**src/rtl/seq_mult_fxp.sv**
```systemverilog
// seq_mult_fxp: multi-cycle signed fixed-point multiplier.
// Radix-2 shift-add with one multiplier bit retired per clock. The multiplier
// sign bit carries weight -2^(B_W-1), so the final iteration subtracts its
// partial product instead of adding it. That yields the exact
// two's-complement product in P_W = A_W + B_W bits.
//
// Handshake semantics (both ports): a transfer happens on a rising edge where
// valid and ready are both high. A producer holds its data stable while valid
// is high and ready is low. in_ready and out_valid are registered and follow
// the FSM state only. Neither has a combinational path from any input.
module seq_mult_fxp #(
  parameter int A_W = 10,
  parameter int B_W = 9,
  parameter int P_W = 19
) (
  input  logic           clk,
  input  logic           rst,
  input  logic           in_valid,
  output logic           in_ready,
  input  logic [A_W-1:0] data_a,
  input  logic [B_W-1:0] data_b,
  output logic           out_valid,
  input  logic           out_ready,
  output logic [P_W-1:0] product
);

  // The product width must hold every A_W x B_W signed product exactly.
  generate
    if (P_W != A_W + B_W) begin : g_bad_cfg
      $error("seq_mult_fxp: P_W (%0d) must equal A_W + B_W (%0d)", P_W, A_W + B_W);
    end
  endgenerate

  // Iteration counter width; holds 0 .. B_W-1.
  localparam int K_W = (B_W > 1) ? $clog2(B_W) : 1;
  localparam logic [K_W-1:0] K_LAST = K_W'(B_W - 1);

  typedef enum logic [1:0] {
    IDLE = 2'd0,
    CALC = 2'd1,
    DONE = 2'd2
  } state_t;

  state_t         state;
  logic [P_W-1:0] a_ext;     // multiplicand sign-extended to product width
  logic [B_W-1:0] b_sh;      // multiplier, shifted right so bit k sits at [0]
  logic [P_W-1:0] acc;       // running partial sum, modulo 2^P_W
  logic [K_W-1:0] k;         // index of the multiplier bit being retired
  logic [P_W-1:0] addend;    // a_ext << k, upper bits dropped
  logic [P_W-1:0] acc_next;  // accumulator after the current iteration

  // Partial product for this iteration. The sign bit subtracts.
  always_comb begin
    addend   = a_ext << k;
    acc_next = acc;
    if (b_sh[0]) begin
      if (k == K_LAST) begin
        acc_next = acc - addend;
      end else begin
        acc_next = acc + addend;
      end
    end
  end

  // Control FSM and datapath registers. rst overrides any handshake.
  always_ff @(posedge clk) begin
    if (rst) begin
      state     <= IDLE;
      in_ready  <= 1'b1;
      out_valid <= 1'b0;
      product   <= '0;
      acc       <= '0;
      k         <= '0;
      a_ext     <= '0;
      b_sh      <= '0;
    end else begin
      case (state)
        IDLE: begin
          if (in_valid) begin
            a_ext    <= {{(P_W - A_W){data_a[A_W-1]}}, data_a};
            b_sh     <= data_b;
            acc      <= '0;
            k        <= '0;
            state    <= CALC;
            in_ready <= 1'b0;
          end
        end
        CALC: begin
          // in_valid is ignored here; in_ready is already low.
          acc  <= acc_next;
          b_sh <= b_sh >> 1;
          if (k == K_LAST) begin
            product   <= acc_next;
            state     <= DONE;
            out_valid <= 1'b1;
          end else begin
            k <= k + 1'b1;
          end
        end
        DONE: begin
          // The product stays put until the consumer takes it. The return to
          // IDLE costs one edge, so no operand can be accepted on the same
          // edge as the output handshake.
          if (out_ready) begin
            state     <= IDLE;
            out_valid <= 1'b0;
            in_ready  <= 1'b1;
          end
        end
        default: begin
          state     <= IDLE;
          in_ready  <= 1'b1;
          out_valid <= 1'b0;
        end
      endcase
    end
  end

endmodule
```
**config.mk**
```make
export PLATFORM = sky130hd
export DESIGN_NAME = seq_mult_fxp
export DESIGN_NICKNAME = d
export VERILOG_FILES = /design/src/rtl/seq_mult_fxp.sv
export SDC_FILE = /design/constraint.sdc
export NUM_CORES = 1
export LEC_CHECK = 0
export CAP_MARGIN = 5
export CORE_UTILIZATION = 54
export CTS_BUF_LIST = sky130_fd_sc_hd__clkbuf_8
export DETAILED_ROUTE_END_ITERATION = 12
export PLACE_DENSITY_LB_ADDON = 0.08
export REMOVE_ABC_BUFFERS = 1
export SLEW_MARGIN = 10
export SYNTH_ARGS = -nofsm -noshare
export SYNTH_HDL_FRONTEND = slang
export SYNTH_SLANG_ARGS = --single-unit
```
**constraint.sdc**
```tcl
create_clock -name clk -period 3.95 [get_ports clk]
set_clock_uncertainty 0.1 [all_clocks]
set_input_delay 0.79 -clock clk [delete_from_list [all_inputs] [get_ports clk]]
set_output_delay 0.79 -clock clk [all_outputs]
set_load 0.02 [all_outputs]
```
# [Word-level counts from Yosys, hierarchy flattened]
# Index checks and enable logic that the tools add are counted.
[totals] reg_bits=65 out_inout_bits=21 elab_cells=49
[classes] addsub=3 n_eq_ne=7 n_shift=1 n_mux=19 bitwise=2 n_reduce_logical=9
[op_table] operator="2-to-1 mux 19 bit" n=3
[op_table] operator="one-hot mux 19 bit (2 select lines)" n=1
[op_table] operator="adder 19 bit" n=1
[op_table] operator="left shift 19 x 4 -> 19 bit" n=1
[op_table] operator="subtractor 19 bit" n=1
[op_table] operator="one-hot mux 9 bit (2 select lines)" n=1
[op_table] operator="AND reduction 3 bit" n=4
[op_table] operator="2-to-1 mux 9 bit" n=1
[op_table] operator="2-to-1 mux 4 bit" n=2
[op_table] operator="!= test 2 bit (second input constant)" n=4
[op_table] operator="one-hot mux 4 bit (2 select lines)" n=1
[op_table] operator="2-to-1 mux 2 bit" n=3
[op_table] operator="one-hot mux 1 bit (3 select lines)" n=2
[op_table] operator="one-hot mux 2 bit (3 select lines)" n=1
[op_table] operator="AND reduction 2 bit" n=3
[op_table] operator="adder 4 x 1 -> 4 bit (second input constant)" n=1
[op_table] operator="equality test 4 bit (second input constant)" n=1
[op_table] operator="2-to-1 mux 1 bit" n=4
[op_table] operator="equality test 2 x 1 -> 1 bit (second input constant)" n=1
[op_table] operator="equality test 2 bit (second input constant)" n=1
[op_table] operator="zero test 2 bit" n=1
[op_table] operator="NOT 1 bit" n=2
[op_table] operator="nonzero test 2 bit" n=1

# [Logic depth before layout (Yosys ltp)]
# Gate-level depths: netlist of the first run.
[depth] ltp_word=5 depth_mapped=21

# [Least setup slack after synthesis of the first run]
# OpenSTA, ideal clock, no wires.
[synth_path] path_type="flip-flop to flip-flop" startpoint="register k[2]" endpoint="register product[18]" setup_time_ns=0.132 t_arrival_ns=4.002 path_slack_ns=-0.284 stages_incl_launch_ff=20 period_less_slack_ns=4.234 path_cell_list="dfxtp_1 -> buf_4 -> buf_6 -> mux2_1 -> o2bb2ai_1 -> nor3_1 -> o21a_1 -> and2_1 -> a31oi_1 -> xor2_1 -> ha_1 -> a21o_1 -> a21oi_1 -> nor2_1 -> a311o_1 -> o41ai_1 -> o21ai_0 -> or2_2 -> mux2i_1 -> o41ai_2"
[synth_via] elab_chain_cells=4 elab_cells_between_ends=7 cone_classes="add/sub (2); eq/ne (1); shift (1); mux (2); reduce/logical (1)"
[synth_lines] element="start, declared" line="48" text="logic [K_W-1:0] k;"
[synth_lines] element="start signal, assigned" line="97" text="k <= k + 1'b1;"
[synth_lines] element="left shift 19 x 4 -> 19 bit" line="54" text="addend = a_ext << k;"
[synth_lines] element="adder 19 bit or subtractor 19 bit (tied branches)" line="60, 58"
[synth_lines] element="2-to-1 mux 19 bit" line="57" text="if (k == K_LAST) begin"
[synth_lines] element="2-to-1 mux 19 bit" line="56" text="if (b_sh[0]) begin"
[synth_lines] element="end signal, assigned" line="93" text="product <= acc_next;"
[synth_lines] element="end, declared" line="24" text="output logic [P_W-1:0] product"
# Several ways; a longest one is shown, not always the timed one.
# A chain may end at the register's enable or synchronous reset.

# [Worst setup path after layout of the first run]
[layout_path] startpoint="register k[1]" endpoint="register acc[12]"
[layout_via] elab_chain_cells=5 elab_cells_between_ends=7 cone_classes="add/sub (2); eq/ne (1); shift (1); mux (3)"
[layout_lines] element="left shift 19 x 4 -> 19 bit" line="54"
[layout_lines] element="adder 19 bit or subtractor 19 bit (tied branches)" line="60, 58"
[layout_lines] element="2-to-1 mux 19 bit *" line="57"
[layout_lines] element="2-to-1 mux 19 bit *" line="56"
[layout_lines] element="one-hot mux 19 bit (2 select lines) *" line="77" text="case (state)"
[layout_lines] element="end signal, assigned" line="90" text="acc <= acc_next;"
[layout_lines] element="end, declared" line="47" text="logic [P_W-1:0] acc;"
# Mark *: on every way between the ends. The rest lies on a longest branch, timed or not.

==> results of run 1 <==
==> where the power goes <==
| part | switching, W | internal (W) |
|---|---|---|
| combinational | 0.000454 | 0.000443 |
| sequential | 0.0000262 | 0.000678 |
| clock | 0.000292 | 0.000375 |
==> cell type report <==
type                       count  area share (%)
clock buffer                  10           1.973
clock inverter                 6           1.291
inverter                      19           1.022
multi-input combinational    507           51.33
sequential                    65           18.96
tap                          108           1.937
timing repair buffer         187           23.49
==> worst max-delay path: stages, from the launching register on <==
cell      delay, ns
dfxtp_4        0.42
buf_16         0.13
mux2i_2        0.28
mux2i_1        0.14
o221a_4        0.29
a211oi_4       0.27
nor2_1         0.09
nor2_1         0.14
xor2_1         0.19
ha_1           0.31
a31oi_1        0.24
buf_4          0.16
buf_4          0.11
buf_4          0.11
buf_4          0.11
buf_4          0.10
a21boi_1       0.07
o21a_1         0.18
or3_1          0.33
a32oi_1        0.20
nor2_1         0.05
==> worst paths after layout <==
check / end / slack [ns] / depth (start not counted)
min reg2reg: product[1] / 0.35 / 2
max: acc[12] / -0.20 / 20
max reg2reg: acc[12] / -0.20 / 20
min: product[1] / 0.35 / 2
==> placed cells by master (no fill, tap or decap), types with 5 or more instances in the layout <==
| cell type | Yosys | final |
|---|---|---|
| buf_6 | 3 | 6 |
| a21oi_2 | 0 | 10 |
| buf_4 | 6 | 131 |
| clkbuf_8 | 0 | 10 |
| a21oi_1 | 71 | 61 |
| nor2_1 | 74 | 68 |
| o21ai_1 | 2 | 6 |
| a211oi_1 | 7 | 6 |
| clkdlybuf4s50_1 | 0 | 42 |
| o21a_1 | 6 | 6 |
| o21ai_0 | 28 | 21 |
| xor2_1 | 10 | 8 |
| nor3_1 | 19 | 14 |
| dfxtp_1 | 65 | 56 |
| nand3_1 | 19 | 18 |
| nor3_2 | 0 | 5 |
| inv_1 | 17 | 15 |
| a21o_1 | 5 | 5 |
| a311oi_1 | 11 | 11 |
| and3_1 | 7 | 6 |
| a22oi_1 | 6 | 5 |
| mux4_2 | 6 | 6 |
| xnor2_1 | 9 | 8 |
| dfxtp_2 | 0 | 5 |
| mux2i_1 | 25 | 19 |
| nand2_1 | 84 | 83 |
| ha_1 | 21 | 19 |
| nor2_2 | 0 | 6 |
| nor2b_1 | 9 | 9 |
| nand2b_1 | 6 | 6 |
==> registers in the layout (all words and copies together) (netlist names) <==
name	flops
k	4
state	2
b_sh	9
out_valid	1
a_ext	10
product	19
in_ready	1
acc	19
==> metal layers <==
layer  vias to the layer above  share of wire (%)  wire, um  GRT usage (%)
met4                         0                4.3       686          13.09
met1                      2565                 41      6536          39.12
met5                         -                  0         0              0
met2                       208                 50      7888          58.94
li1                       2590                  -         -              -
met3                        67                5.1       815          5.202
==> kinds of logic after synthesis <==
group           after synthesis
simple gates                243
buf+inv                      63
mux                          38
compound gates              184
fa+ha+maj                    22
flops                        65
xor+xnor                     20
==> repair_timing <==
item                       in CTS  in global routing
hold buffers                    0                  0
setup endpoints to repair      18                 24
pin swaps                      34                 34
buffers inserted               18                  4
gates resized for setup        61                 44
gates cloned                    3                  0
==> stage by stage <==
step                cell area, sq um  setup slack, ns  cells  hold slack, ns  utilization [%]
finish                          6977          -0.1991    902          0.3513            80.39
floorplan                       4622          -0.9110    591          0.3422                -
CTS                             6761          -0.1258    898          0.3540            77.91
global placement                6123          -0.2289    862          0.3414            70.56
detailed placement              6123          -0.3601    862          0.3421            70.56
global route                    6977          -0.3313    902          0.3798            80.39
==> run summary, run 1 <==
RSZ-0062 raised after global routing = yes
CP Class = register to register
Mux cell area share after synthesis = 9.904%
Fraction of registers with async set/reset = 0%
Start point of the critical path = k[1]
Post-synth EDFFs = 0
Nets = 834
Rows = 34
Failing checks = setup timing
Area fraction in compound gates after synthesis = 24.83%
Gr usage total = 32.93%
Netlist cell types = 70
Simple-gate area share of the yosys netlist = 22.81%
Clk root buf = clkbuf_8
Startpoint Class = register
Area of the multi-input gates = 3581 sq um
Top-count cell post-synth = nand2_1
CTS tree = done
Hpwl dp = 10.43 mm
Final WS setup = -0.1991 ns
Pre-Repair DR Iteration Count = 5
Prevailing post-synth register cell = dfxtp_1
Critical Path End Type = register
WP data required = 4.09 ns
Post-Syn Area per Cell = 7.620 sq um
Worst-margin pin slew = 0.6738 ns
Hold_sp = product[1]
CTS Sinks = 65
Via density = 6.020
Pwr dens = 325.3 nW/um^2
Most frequent cells after synthesis = nand2_1 (84), nor2_1 (74), a21oi_1 (71)
Core Region = 8678 sq um
Vias = 5430
Cell taking the most area after synthesis = dfxtp_1
Reg clk slew, reported paths = 0.08 ns
Max Slew Vio Count = 0
Share of layout cells above drive strength 1 = 31.99%
Dominant cells by area after synthesis = dfxtp_1 (27%), a21oi_1 (7.3%), nand2_1 (6.5%)
Status = finished with violations
Maximum clock insertion buffer count = 2
Post-Synth Adder-Cell Area = 5.844%
Chip height = 96.66 um
Post-Route Setup TNS = -1.131 ns
Vias in the first global route = 5331
FF+latch count, synth = 65
Total grt overflow = 0
RD Place Congestion = 0.9609
Cts bufs inserted = 9
Reg-to-Reg Start = k[1]
Post-Synth XOR/XNOR Area = 3.776%
Wire per inst = 17.66 um
First-pass GRT wire length = 25.36 mm
Largest family of logic cells by synthesized area = compound AO/OA/AOI/OAI gates
P_leak = 2.826 nW
Die area = 9342 sq um
Final WL = 15.93 mm
DRC = 0
Synth Warn # = 0
Worst Path Arrival = 4.29 ns
Initial Util = 55.75%
Syn-to-layout area delta = 44.19%
Final setup fails = 10
Hold/Removal Path Class = register to register
FF/Latch Area = 1323 sq um
Fillers = 601
Share of the synthesized area in the top cell type = 26.89%
Min cycle time layout = 4.149 ns
Routed Antenna Nets = 0
Die X = 96.66 um
H-tree depth = 3
Peak supply drop = 0.2252 mV
Worst skew pair latency = 0.36 ns
Initial antenna violation count = 0
Max Clock Freq = 241.0 MHz
Final-report hold violation count = 0
Seq/Total Area, Yosys = 26.89%
Netlist Area Pre-Place = 4838 sq um
Largest net degree at the start of global routing = 36
Input/output buffers = 43
Period utilisation layout = 105.0%
IO Pins = 44
Slew headroom = 54.97%
DRT iter0 DRCs = 364
Max cap viols = 0
# diodes = 0
Total power = 0.002269 W
Syn Inst Count = 635
CP Max Fanout = 4
(Power assumes the default switching activity.)
==> inputs of run 2 (changes only) <==
--- a/config.mk
+++ b/config.mk
@@ -9,6 +9,7 @@
 export CORE_UTILIZATION = 54
 export CTS_BUF_LIST = sky130_fd_sc_hd__clkbuf_8
 export DETAILED_ROUTE_END_ITERATION = 12
+export GPL_ROUTABILITY_DRIVEN = 1
 export PLACE_DENSITY_LB_ADDON = 0.08
 export REMOVE_ABC_BUFFERS = 1
 export SLEW_MARGIN = 10
==> results of run 2 <==
Same layout as run 1: the final DEF is identical, and so are final timing and power.
